<file path="src/rtl/common.sv">
// Shared definitions for the interrupt controller: source count, register map
// and the request/service state type.
package common;

  localparam int NUM_IRQ = 8;

  localparam logic [15:0] ADDR_ENABLE   = 16'hC010;
  localparam logic [15:0] ADDR_PENDING  = 16'hC011;
  localparam logic [15:0] ADDR_VEC_BASE = 16'hC012;
  localparam logic [15:0] ADDR_CTRL     = 16'hC013;

  localparam logic [15:0] VEC_BASE_RST  = 16'h0008;

  typedef enum logic [1:0] {
    ST_IDLE = 2'd0,
    ST_REQ  = 2'd1,
    ST_ISR  = 2'd2
  } state_e;

endpackage

</file>
<file path="src/rtl/int_prio_enc.sv">
// Combinational 8-to-3 priority encoder; lowest set index wins.
module int_prio_enc (
  input  logic [7:0] req_i,
  output logic [2:0] id_o,
  output logic       valid_o
);

  // Scan from the top so the lowest set index is the last assignment.
  always_comb begin
    id_o = 3'd0;
    for (int i = 7; i >= 0; i--) begin
      if (req_i[i]) id_o = 3'(i);
    end
    valid_o = |req_i;
  end

endmodule

</file>
<file path="src/rtl/int_ctrl.sv">
// Non-nesting interrupt controller: edge-detected sources, memory-mapped
// registers and an IDLE/REQ/ISR sequencer that hands one vector to the PC.
module int_ctrl #(
  parameter int NUM_IRQ = common::NUM_IRQ
) (
  input  logic               clk,
  input  logic               rst_n,
  input  logic [NUM_IRQ-1:0] irq,
  input  logic               stall_IM_ID,
  input  logic               rti_ID_EX,
  input  logic [15:0]        addr,
  input  logic [15:0]        wdata,
  input  logic               we,
  input  logic               re,
  output logic [15:0]        rdata,
  output logic               int_occurred,
  output logic [15:0]        int_vec,
  output logic [1:0]         state_o
);
  import common::*;

  state_e             state_q, state_d;
  logic [NUM_IRQ-1:0] irq_q, irq_rise;
  logic [NUM_IRQ-1:0] enable_q, enable_d, pending_q, pending_d;
  logic [15:3]        vec_base_q, vec_base_d;
  logic               gie_q, gie_d;
  logic [2:0]         id_q, id_d, enc_id;
  logic               enc_valid, accept, in_isr;
  logic               wr_en, wr_pend, wr_vec, wr_ctrl;

  assign wr_en    = we && (addr == ADDR_ENABLE);
  assign wr_pend  = we && (addr == ADDR_PENDING);
  assign wr_vec   = we && (addr == ADDR_VEC_BASE);
  assign wr_ctrl  = we && (addr == ADDR_CTRL);
  assign irq_rise = irq & ~irq_q;
  assign accept   = (state_q == ST_REQ) && !stall_IM_ID;
  assign state_o  = state_q;

  int_prio_enc u_prio (
    .req_i   (pending_q & enable_q),
    .id_o    (enc_id),
    .valid_o (enc_valid)
  );

  // New edges are OR-ed in last so a set beats a same-cycle clear.
  always_comb begin
    enable_d   = wr_en   ? wdata[NUM_IRQ-1:0] : enable_q;
    vec_base_d = wr_vec  ? wdata[15:3]         : vec_base_q;
    gie_d      = wr_ctrl ? wdata[0]            : gie_q;
    pending_d  = pending_q;
    if (wr_pend) pending_d = pending_d & ~wdata[NUM_IRQ-1:0];
    if (accept)  pending_d[id_q] = 1'b0;
    pending_d  = pending_d | irq_rise;
  end

  always_ff @(posedge clk or negedge rst_n) begin
    if (!rst_n) begin
      irq_q      <= '0;
      enable_q   <= '0;
      pending_q  <= '0;
      vec_base_q <= VEC_BASE_RST[15:3];
      gie_q      <= 1'b0;
      id_q       <= 3'd0;
    end else begin
      irq_q      <= irq;
      enable_q   <= enable_d;
      pending_q  <= pending_d;
      vec_base_q <= vec_base_d;
      gie_q      <= gie_d;
      id_q       <= id_d;
    end
  end

  always_ff @(posedge clk or negedge rst_n) begin
    if (!rst_n) state_q <= ST_IDLE;
    else        state_q <= state_d;
  end

  // The id is captured only on IDLE->REQ and is frozen until the next request.
  always_comb begin
    state_d = state_q;
    id_d    = id_q;
    unique case (state_q)
      ST_IDLE: if (gie_q && enc_valid) begin
        state_d = ST_REQ;
        id_d    = enc_id;
      end
      ST_REQ:  if (!stall_IM_ID) state_d = ST_ISR;
      ST_ISR:  if (rti_ID_EX)    state_d = ST_IDLE;
      default: state_d = ST_IDLE;
    endcase
  end

  always_comb begin
    int_occurred = 1'b0;
    int_vec      = 16'h0000;
    in_isr       = 1'b0;
    case (state_q)
      ST_REQ: begin
        int_occurred = 1'b1;
        int_vec      = {vec_base_q, id_q};
      end
      ST_ISR:  in_isr = 1'b1;
      default: ;
    endcase
  end

  always_comb begin
    rdata = 16'h0000;
    if (re) begin
      case (addr)
        ADDR_ENABLE:   rdata = {{(16-NUM_IRQ){1'b0}}, enable_q};
        ADDR_PENDING:  rdata = {{(16-NUM_IRQ){1'b0}}, pending_q};
        ADDR_VEC_BASE: rdata = {vec_base_q, 3'b000};
        ADDR_CTRL:     rdata = {9'd0, id_q, 2'b00, in_isr, gie_q};
        default:       rdata = 16'h0000;
      endcase
    end
  end

endmodule

</file>
<file path="config.mk">
export PLATFORM = sky130hd
export DESIGN_NAME = int_ctrl
export DESIGN_NICKNAME = d
export VERILOG_FILES = /design/src/rtl/common.sv /design/src/rtl/int_prio_enc.sv /design/src/rtl/int_ctrl.sv
export SDC_FILE = /design/constraint.sdc
export NUM_CORES = 1
export LEC_CHECK = 0
export CAP_MARGIN = 20
export CORE_UTILIZATION = 35
export CTS_BUF_LIST = sky130_fd_sc_hd__clkbuf_4
export DETAILED_ROUTE_END_ITERATION = 16
export PLACE_DENSITY = 0.65
export SYNTH_ARGS = -nofsm -noshare
export SYNTH_HDL_FRONTEND = slang
export SYNTH_SLANG_ARGS = --single-unit
export TNS_END_PERCENT = 50
</file>
<file path="constraint.sdc">
create_clock -name clk -period 4.1 [get_ports clk]
set_clock_uncertainty 0.15 [all_clocks]
set_input_delay 0.82 -clock clk [delete_from_list [all_inputs] [get_ports clk]]
set_output_delay 0.82 -clock clk [all_outputs]
set_load 0.01 [all_outputs]
</file>
==> PnR_summary.wiki <==
{| class="wikitable"
! Metric !! Value
|-
| IR Drop Worst-Case VDD || 118 uV
|-
| Actual transition at the worst max-transition pin || 0.618 ns
|-
| Crit path max-delay family || simple AND/OR/NAND/NOR gates
|-
| Final total negative setup slack || 0 ns
|-
| Yosys warns || 0
|-
| Required arrival time at the worst endpoint || 3.13 ns
|-
| CP arrival || 2.88 ns
|-
| Number of buffers inserted to repair setup after CTS || 0
|-
| Library cell occupying the most area in the post-synthesis netlist || sky130_fd_sc_hd__dfrtp_1
|-
| IO buf count || 80
|-
| First-pass DRT Iterations || 4
|-
| Via count || 1858
|-
| Initial core utilization || 0.373
|-
| Fraction of final layout cells sized beyond drive strength 1 || 0.180
|-
| Standard cell with the maximum stage delay on the critical path || sky130_fd_sc_hd__clkdlybuf4s50_1
|-
| Detailed Place HPWL || 4180 um
|-
| Clock-pin slew reported for the worst setup and hold paths after clock tree synthesis || 0.12 ns
|-
| Vias per cell || 5.10
|-
| Final net count || 334
|-
| RePlAce Congestion || 0.815
|-
| Count of final setup violators || 0
|-
| Kind of capture point of the worst setup path || primary output
|-
| Hold buffer count at CTS || 0
|-
| Remaining design rule violation count || 0
|-
| Total overflow reported by the global router || 0
|-
| Kind of start point of the critical path || input pin
|-
| Top-area cell type share of the netlist area || 0.465
|-
| Count of maximum capacitance violations || 0
|-
| Floorplan die height || 82.4 um
|-
| Synth Cell Area || 0.00226 mm^2
|-
| X dimension of the die || 82.4 um
|-
| WL per Instance || 15.7 um
|-
| Number of buffers on the longest clock path || 2
|-
| First-pass GRT wire length || 8870 um
|-
| GRT Resource Usage Total || 0.178
|-
| Highest Clock Rate || 259 MHz
|-
| Post-synthesis average cell area || 11.4 um^2
|-
| Number of synthesized register bits || 43
|-
| Buffers and inverters on the worst path || 2
|-
| Placed inst area || 0.00316 mm^2
|-
| Clock root cell || sky130_fd_sc_hd__clkbuf_4
|-
| Largest net degree at the start of global routing || 44
|-
| Longest individual stage delay on the worst path || 0.53 ns
|-
| Final Core Density || 0.534
|-
| Core area || 0.00606 mm^2
|-
| Final hold violation count || 0
|-
| Post-Synthesis Cells || 199
|-
| Number of diodes added for antenna fixing || 0
|-
| Maximum fanout along the worst path || 8
|-
| Initial antenna violation count || 0
|-
| CTS buffer count || 5
|-
| Final Cycle Share || 0.940
|-
| Number of cells upsized or downsized after cts || 0
|-
| Iter 0 DRT Violations || 94
|-
| Total number of clock tree sinks || 43
|-
| Skew-Pair Late Insertion Delay || 0.36 ns
|-
| Synth-to-layout area growth || 43.3%
|-
| Clock tree from TritonCTS || yes
|-
| Most used cell along the critical path || sky130_fd_sc_hd__clkdlybuf4s50_1
|-
| RSZ-0062 raised after global routing || no
|-
| LEAKAGE || 1.44 nW
|-
| Crit path cell chain || clkdlybuf4s50_1 -> nor4_2 -> nand4_1 -> nor3b_2 -> and2_1 -> clkdlybuf4s50_1
|-
| Number of H-tree levels || 2
|-
| Synth unique cells || 41
|-
| Hold crit path type || input pin to async pin
|-
| Max transition margin || 0.587
|-
| Hold slack || 0.0949 ns
|-
| Synthesized Nets || 245
|-
| Total routed wirelength || 5730 um
|-
| Ranking of synthesized cells by area || sky130_fd_sc_hd__dfrtp_1 46%, sky130_fd_sc_hd__mux2_2 7.0%, sky130_fd_sc_hd__and2_1 6.6%
|-
| Final instance area || 0.00324 mm^2
|-
| Final worst path period need || 3.85 ns
|-
| Overall power consumption || 730 uW
|-
| Cell area power density || 225 mW/mm^2
|-
| Post-placement cell count || 355
|-
| Max Transition Viols Final || 0
|-
| R2R setup slack || 2.30 ns
|-
| Vias in the first global route || 1799
|-
| Post-detailed-route count of antenna-violating nets || 0
|-
| Outcome || finished clean
|-
| Total die area || 0.00678 mm^2
|-
| Critical setup path kind || input pin to primary output
|-
| Total number of placement rows || 28
|-
| Sequential element share of the synthesized area || 0.476
|-
| Worst setup slack after placement || 0.219 ns
|-
| Worst-case setup margin in the final layout || 0.245 ns
|-
| Io pins || 81
|-
| Final cell count without fillers || 364
|}
-- layout make-up --
type | count | area [um^2]
timing repair buffer | 90 | 883
inverter | 11 | 41.3
multi-input combinational | 137 | 1080
fill | 554 | 2820
sequential | 43 | 1080
tap | 75 | 93.8
clock buffer | 8 | 60.1
-- registers in the layout (all words and copies together) (netlist names) --
| register | flops |
|---|---|
| enable_q | 8 |
| gie_q | 1 |
| id_q | 3 |
| irq_q | 8 |
| pending_q | 8 |
| state_o | 2 |
| vec_base_q | 13 |
-- cell families after synthesis --
logic type             after synthesis  synth area share
AND/OR/NAND/NOR                     70             0.195
multiplexers                        30             0.179
buffers and inverters               19            0.0443
AO/OA/AOI/OAI                       37             0.105
flip-flops                          43             0.476
-- worst register-to-register path, cell delays in order, from the launching register on --
cell and delay [ns]:
sky130_fd_sc_hd__dfrtp_1 0.43, sky130_fd_sc_hd__nor3b_1 0.55, sky130_fd_sc_hd__o21a_1 0.24, sky130_fd_sc_hd__mux2_2 0.33
-- final timing paths --
| path | from | end | cells past startpoint |
|---|---|---|---|
| min in group clk | irq_q[4] | pending_q[4] | 1 |
| max | addr[7] | rdata[10] | 6 |
| max reg2reg | state_o[0] | id_q[0] | 3 |
| min | rst_n | vec_base_q[9] | 1 |
| min reg2reg | irq_q[4] | pending_q[4] | 1 |
| max in group asynchronous | rst_n | vec_base_q[3] | 2 |
-- report_power, final --
group,total (mW),internal [mW],switching [mW]
sequential,0.429,0.428,0.00129
combinational,0.0788,0.0504,0.0284
clock,0.222,0.0884,0.134
total,0.730,0.567,0.163
-- cells in the final DEF (no fill, tap or decap), types with 5 or more instances in the layout --
master                            synthesis  routed
sky130_fd_sc_hd__buf_4                    1       9
sky130_fd_sc_hd__mux2_4                  10      10
sky130_fd_sc_hd__and2_1                  24      24
sky130_fd_sc_hd__o21ai_0                  8       8
sky130_fd_sc_hd__mux2_2                  14      14
sky130_fd_sc_hd__inv_1                   11      11
sky130_fd_sc_hd__dfrtp_1                 42      42
sky130_fd_sc_hd__a22oi_1                  7       7
sky130_fd_sc_hd__clkdlybuf4s50_1          0      79
sky130_fd_sc_hd__nor2_1                   7       7
sky130_fd_sc_hd__nand2_1                  6       6
sky130_fd_sc_hd__o22ai_1                  8       8
sky130_fd_sc_hd__nor2b_1                  5       5
sky130_fd_sc_hd__clkbuf_4                 0       8
sky130_fd_sc_hd__and3_1                   9       9
sky130_fd_sc_hd__a21oi_1                  6       6
-- synthesized netlist by cell type, drive strengths merged --
cell / number
a211oi: 1
a21o: 2
a21oi: 6
a22oi: 7
a32o: 1
a32oi: 1
and2: 24
and3: 9
and3b: 1
and4: 1
and4bb: 1
buf: 5
clkbuf: 3
dfrtp: 42
dfstp: 1
inv: 11
mux2: 24
mux2i: 3
mux4: 3
nand2: 7
nand2b: 2
nand3: 2
nand3b: 2
nand4: 1
nor2: 7
nor2b: 5
nor3: 1
nor3b: 5
nor4: 1
nor4b: 1
o21a: 1
o21ai: 8
o22ai: 8
o31ai: 2
-- routing by layer --
metal / wire length [um] / global-route usage / up-vias
met5: 0 / 0 / -
met4: 106 / 0.0737 / 0
met2: 2630 / 0.286 / 65
met1: 2600 / 0.235 / 896
li1: - / - / 887
met3: 388 / 0.0308 / 10
Power figures use the tool's default switching activity.
